**src/rtl/rx_byte_fifo_pkg.sv**
```systemverilog
// Shared widths for the UART receive path so the receiver, FIFO and consumer agree on
// the byte size and the default buffer depth.
package rx_byte_fifo_pkg;

    localparam int RX_NB_BITS    = 8;
    localparam int RX_DEPTH_LOG2 = 4;

    function automatic int fifo_depth(input int depth_log2);
        return 1 << depth_log2;
    endfunction

endpackage

```
**src/rtl/rx_byte_fifo_regfile.sv**
```systemverilog
// Storage array for rx_byte_fifo: one synchronous write port and one combinational
// read port so the FIFO head falls through without an extra cycle.
module rx_byte_fifo_regfile
    import rx_byte_fifo_pkg::*;
#(
    parameter int NB_BITS    = RX_NB_BITS,
    parameter int DEPTH_LOG2 = RX_DEPTH_LOG2
) (
    input  logic                  clk,
    input  logic                  we,
    input  logic [DEPTH_LOG2-1:0] waddr,
    input  logic [NB_BITS-1:0]    wdata,
    input  logic [DEPTH_LOG2-1:0] raddr,
    output logic [NB_BITS-1:0]    rdata
);

    localparam int DEPTH = fifo_depth(DEPTH_LOG2);

    logic [NB_BITS-1:0] mem [DEPTH];

    // Contents are never reset; the FIFO's count decides which entries are meaningful.
    always_ff @(posedge clk) begin
        if (we) begin
            mem[waddr] <= wdata;
        end
    end

    assign rdata = mem[raddr];

endmodule

```
**src/rtl/rx_byte_fifo.sv**
```systemverilog
// Byte FIFO between the UART receiver and the command consumer: strobe writes,
// first-word-fall-through pops, and a sticky flag for bytes dropped while full.
module rx_byte_fifo
    import rx_byte_fifo_pkg::*;
#(
    parameter int NB_BITS    = RX_NB_BITS,
    parameter int DEPTH_LOG2 = RX_DEPTH_LOG2
) (
    input  logic                  i_clk,
    input  logic                  i_rst,
    input  logic [NB_BITS-1:0]    i_data,
    input  logic                  i_wr,
    input  logic                  i_rd,
    input  logic                  i_clr_ovf,
    output logic [NB_BITS-1:0]    o_data,
    output logic                  o_valid,
    output logic                  o_full,
    output logic [DEPTH_LOG2:0]   o_count,
    output logic                  o_overflow
);

    localparam int                DEPTH      = fifo_depth(DEPTH_LOG2);
    localparam logic [DEPTH_LOG2:0] FULL_COUNT = (DEPTH_LOG2 + 1)'(DEPTH);

    logic [DEPTH_LOG2-1:0] wr_ptr_reg;
    logic [DEPTH_LOG2-1:0] rd_ptr_reg;
    logic [DEPTH_LOG2:0]   count_reg;
    logic [DEPTH_LOG2:0]   count_next;
    logic                  ovf_reg;
    logic                  ovf_next;
    logic                  rd_eff;
    logic                  wr_acc;
    logic                  ovf_set;
    logic [NB_BITS-1:0]    head_data;

    assign o_valid = (count_reg != '0);
    assign o_full  = (count_reg == FULL_COUNT);
    assign o_count = count_reg;
    assign o_overflow = ovf_reg;

    // A pop in the same cycle frees the slot, so a write into a full FIFO still lands.
    assign rd_eff  = i_rd && o_valid;
    assign wr_acc  = i_wr && (!o_full || rd_eff);
    assign ovf_set = i_wr && o_full && !rd_eff;

    rx_byte_fifo_regfile #(
        .NB_BITS    (NB_BITS),
        .DEPTH_LOG2 (DEPTH_LOG2)
    ) u_regfile (
        .clk   (i_clk),
        .we    (wr_acc),
        .waddr (wr_ptr_reg),
        .wdata (i_data),
        .raddr (rd_ptr_reg),
        .rdata (head_data)
    );

    // Masking when empty keeps o_data at zero out of reset without resetting the array.
    assign o_data = o_valid ? head_data : '0;

    always_comb begin
        count_next = count_reg;
        case ({wr_acc, rd_eff})
            2'b10:   count_next = count_reg + 1'b1;
            2'b01:   count_next = count_reg - 1'b1;
            default: count_next = count_reg;
        endcase
    end

    always_comb begin
        ovf_next = ovf_reg;
        if (ovf_set) begin
            ovf_next = 1'b1;
        end else if (i_clr_ovf) begin
            ovf_next = 1'b0;
        end
    end

    always_ff @(posedge i_clk or negedge i_rst) begin
        if (!i_rst) begin
            wr_ptr_reg <= '0;
            rd_ptr_reg <= '0;
            count_reg  <= '0;
            ovf_reg    <= 1'b0;
        end else begin
            if (wr_acc) begin
                wr_ptr_reg <= wr_ptr_reg + 1'b1;
            end
            if (rd_eff) begin
                rd_ptr_reg <= rd_ptr_reg + 1'b1;
            end
            count_reg <= count_next;
            ovf_reg   <= ovf_next;
        end
    end

endmodule

```
**config.mk**
```make
export PLATFORM = sky130hd
export DESIGN_NAME = rx_byte_fifo
export DESIGN_NICKNAME = d
export VERILOG_FILES = /design/src/rtl/rx_byte_fifo_pkg.sv /design/src/rtl/rx_byte_fifo_regfile.sv /design/src/rtl/rx_byte_fifo.sv
export SDC_FILE = /design/constraint.sdc
export NUM_CORES = 1
export LEC_CHECK = 0
export ABC_AREA = 1
export BUFFER_PORTS_ARGS = -buffer_cell sky130_fd_sc_hd__buf_2
export CAP_MARGIN = 5
export CORE_MARGIN = 2
export CORE_UTILIZATION = 53
export CTS_BUF_LIST = sky130_fd_sc_hd__clkbuf_4
export DETAILED_ROUTE_END_ITERATION = 8
export PLACE_DENSITY = 0.75
export SYNTH_ARGS = -nofsm -noshare
export SYNTH_HDL_FRONTEND = slang
export SYNTH_SLANG_ARGS = --single-unit
```
**constraint.sdc**
```tcl
create_clock -name i_clk -period 4.36 [get_ports i_clk]
set_input_delay 0.436 -clock i_clk [delete_from_list [all_inputs] [get_ports i_clk]]
set_output_delay 0.436 -clock i_clk [all_outputs]
set_load 0.02 [all_outputs]
```
==> run metrics <==
Die Width=110 µm; Avg Cell Area, Syn=12.5 µm²; HPWL after DPL=7830 µm; diodes inserted=0; FFs w/ async S/R, synth=0.0986; CP Max Fanout=65; yosys warns=0; drt pass-1 iters=6; power density cells=648 nW/µm²; initial antenna violation count=0; CP Class=register to output port; first-pass GRT wire length=19700 µm; Seq. cell area=4200 µm²; Max VDD drop=0.336 mV; mux share of post-synthesis cell area=0; Clock Tree Buf Depth=2; final setup TNS=0 ns; RSZ-0062 raised after global routing=false; CTS root buf=clkbuf_4; io pins=29; area of the multi-input gates=1520 µm²; Antenna Nets Post-Route=0; share of cells above drive strength 1=0.151; WL/cell=19.5 µm; synthesized cell area=5930 µm²; critical path required time=3.92 ns; Hold Buf Count CTS=1; Mapped Nets=495; min-delay worst type=primary input to register; Worst-Margin Slew=1.12 ns; Worst Reg-to-Reg Cells=8; DR vias=3870; fin crit share=0.741; Layout area overhead=8.46%; Worst path max stage delay=0.57 ns; final worst slack=1.13 ns; Netlist cell types=30; Clock Sinks=142; startpoint types=register; worst hold stages=2; leakage=2.26 nW; Die Area=12000 µm²; clock skew=0.0172 ns; setup violators final=0; largest reg by FF count=u_regfile.mem; status=completed; xor and xnor area share after synthesis=0.0133; reg2reg setup slack=1.96 ns; Synth Flop Type=edfxtp_1; Max Cap Viol=0; Worst path slowest cell=dfrtp_2; GRT Overall Usage=0.231; capturing point of the worst reg2reg path=u_regfile.mem[3][1]$_DFFE_PP_; Remaining DRCs=0; RR Startpoint=o_count[0]$_DFFE_PN0P_; Initial Utilization=0.544; simple-gate portion of the synthesized area=0.117; total routed wirelength=12800 µm; gp weighted congestion=0.830; Largest register FFs=128; I/O Buffers=28; Cell Rows=38; FF+latch count, synth=142; cts bufs inserted=17; CTS tree=yes; WP data arrival=2.79 ns; Worst setup EP type=output port; largest net degree at the start of global routing=66; Clk Latency, worst-skew pair=0.55 ns; Mapped Cells=476; PostCTS Resize Cnt=0; Reg clk slew, reported paths=0.11 ns; slew margin rel.=0.252; Slew Limit Fails=0; Hold Fails Final Rpt=0; Min-Delay Endpoint=o_overflow$_DFFE_PN0P_; Post-synth EDFFs=128; main combinational cell family by area after synthesis=simple AND/OR/NAND/NOR gates; crit-path cells=clkinv_1, buf_4, o21ai_0, o22ai_1, nor2_1, nor2_1, o21ai_0, a21oi_1, buf_2; H-tree depth=4; Final nets=523; Initial DRC Count=430; GRT Residual Overflow=0; Max Freq=0.310 GHz; post-synthesis sequential area ratio=0.707; # Post-CTS Setup Buffers=0; post-synthesis compound-gate area fraction=0.114; fin crit period=3.23 ns; vias in the first global route=3835; via density per instance=5.91; Place WS=1.76 ns; die height=110 µm; Layout fillers=846; Hold Startpoint=i_clr_ovf; core area=10900 µm²; area share of fa/ha/maj cells after synthesis=0.0127
[layout by cell type (no fill, tap or decap)]
master / count
edfxtp_1: 128
inv_1: 20
clkbuf_4: 21
buf_4: 4
clkinv_2: 4
bufinv_16: 2
xor2_1: 9
nand4_1: 5
inv_4: 1
ha_1: 6
dfrtp_2: 1
o21ai_1: 1
nand3_1: 15
dlygate4sd3_1: 1
or2_2: 1
dfrtp_1: 13
buf_2: 28
inv_2: 1
nand3_4: 2
nand3_2: 1
o21bai_1: 1
a21oi_1: 8
o22ai_1: 11
o21ai_2: 1
nand2_1: 30
clkinv_4: 2
nand2_2: 3
o221ai_1: 22
o21ai_0: 71
clkinv_1: 4
nand2_4: 4
nor2_1: 92
nor2_2: 2
[layer usage]
metal	track usage	vias up	share of wire
met4	0.104	0	0.020
met2	0.377	189	0.49
li1	-	1794	-
met3	0.0628	21	0.079
met1	0.290	1866	0.41
met5	0	-	0
[worst max-delay path by stage]
| stage | slack, ns | endpoint | from |
|---|---|---|---|
| 3_3_place_gp | 1.79 | o_data[7] | rd_ptr_reg[0]$_DFFE_PN0N_ |
| 6_report | 1.13 | o_data[1] | rd_ptr_reg[0]$_DFFE_PN0N_ |
| 5_1_grt | 0.88 | o_data[2] | rd_ptr_reg[0]$_DFFE_PN0N_ |
| 4_1_cts | 1.15 | o_data[7] | rd_ptr_reg[0]$_DFFE_PN0N_ |
| 2_1_floorplan | 2.41 | u_regfile.mem[0][0]$_DFFE_PP_ | o_count[0]$_DFFE_PN0P_ |
| 3_5_place_dp | 1.76 | o_data[7] | rd_ptr_reg[0]$_DFFE_PN0N_ |
[cells in the mapped netlist (2+ instances only)]
| master | count | area share |
|---|---|---|
| nand2_2 | 3 | 0.0032 |
| nand4_1 | 5 | 0.0053 |
| o21ai_0 | 71 | 0.060 |
| nand3_1 | 15 | 0.013 |
| o22ai_1 | 11 | 0.012 |
| nand3_4 | 2 | 0.0059 |
| nor2_1 | 92 | 0.058 |
| xor2_1 | 9 | 0.013 |
| nand2_1 | 30 | 0.019 |
| nor2_2 | 2 | 0.0021 |
| clkbuf_1 | 11 | 0.0070 |
| nand2_4 | 4 | 0.0076 |
| edfxtp_1 | 128 | 0.65 |
| a21oi_1 | 8 | 0.0068 |
| dfrtp_1 | 14 | 0.059 |
| buf_2 | 11 | 0.0093 |
| inv_1 | 21 | 0.013 |
| ha_1 | 6 | 0.013 |
| o221ai_1 | 22 | 0.033 |
[stage by stage]
| step | area, µm² | util | power, W | std cells | hold WS, ns |
|---|---|---|---|---|---|
| floorplan | 5930 | - | 0.00293 | 476 | 0.140 |
| global placement | 6170 | 0.566 | 0.00334 | 624 | 0.355 |
| detailed placement | 6170 | 0.566 | 0.00340 | 624 | 0.369 |
| CTS | 6430 | 0.591 | 0.00418 | 655 | 0.0412 |
| global route | 6430 | 0.591 | 0.00443 | 655 | 0.0391 |
| finish | 6430 | 0.591 | 0.00417 | 655 | 0.0827 |
[cell families (layout without fill, tap and decap cells)]
family | Yosys count | after routing
flops | 142 | 142
fa+ha+maj | 6 | 6
xor+xnor | 9 | 9
compound gates | 115 | 115
simple gates | 155 | 155
buf+inv | 49 | 88
[layout make-up]
class,instances,area share
tap,140,0.0272
sequential,142,0.652
multi-input combinational,285,0.237
inverter,25,0.0158
clock inverter,9,0.0150
timing repair buffer,33,0.0280
clock buffer,21,0.0245
[worst max-delay path: cells and delay by family, from the launching register on]
family | cells | cell delay [ns]
DFF | 1 | 0.57
and+or+nand+nor | 2 | 0.15
AOI/OAI and AO/OA | 4 | 0.70
buffers and inverters | 3 | 0.80
[power breakdown]
group	leakage (nW)	total, W	internal (W)	switching [W]
Sequential	1.32	0.00178	0.00167	0.000114
Clock	0.148	0.000782	0.000353	0.000430
Combinational	0.791	0.00160	0.000479	0.00113
Total	2.26	0.00417	0.00250	0.00167
No activity file was read; power rests on OpenSTA's default activity.
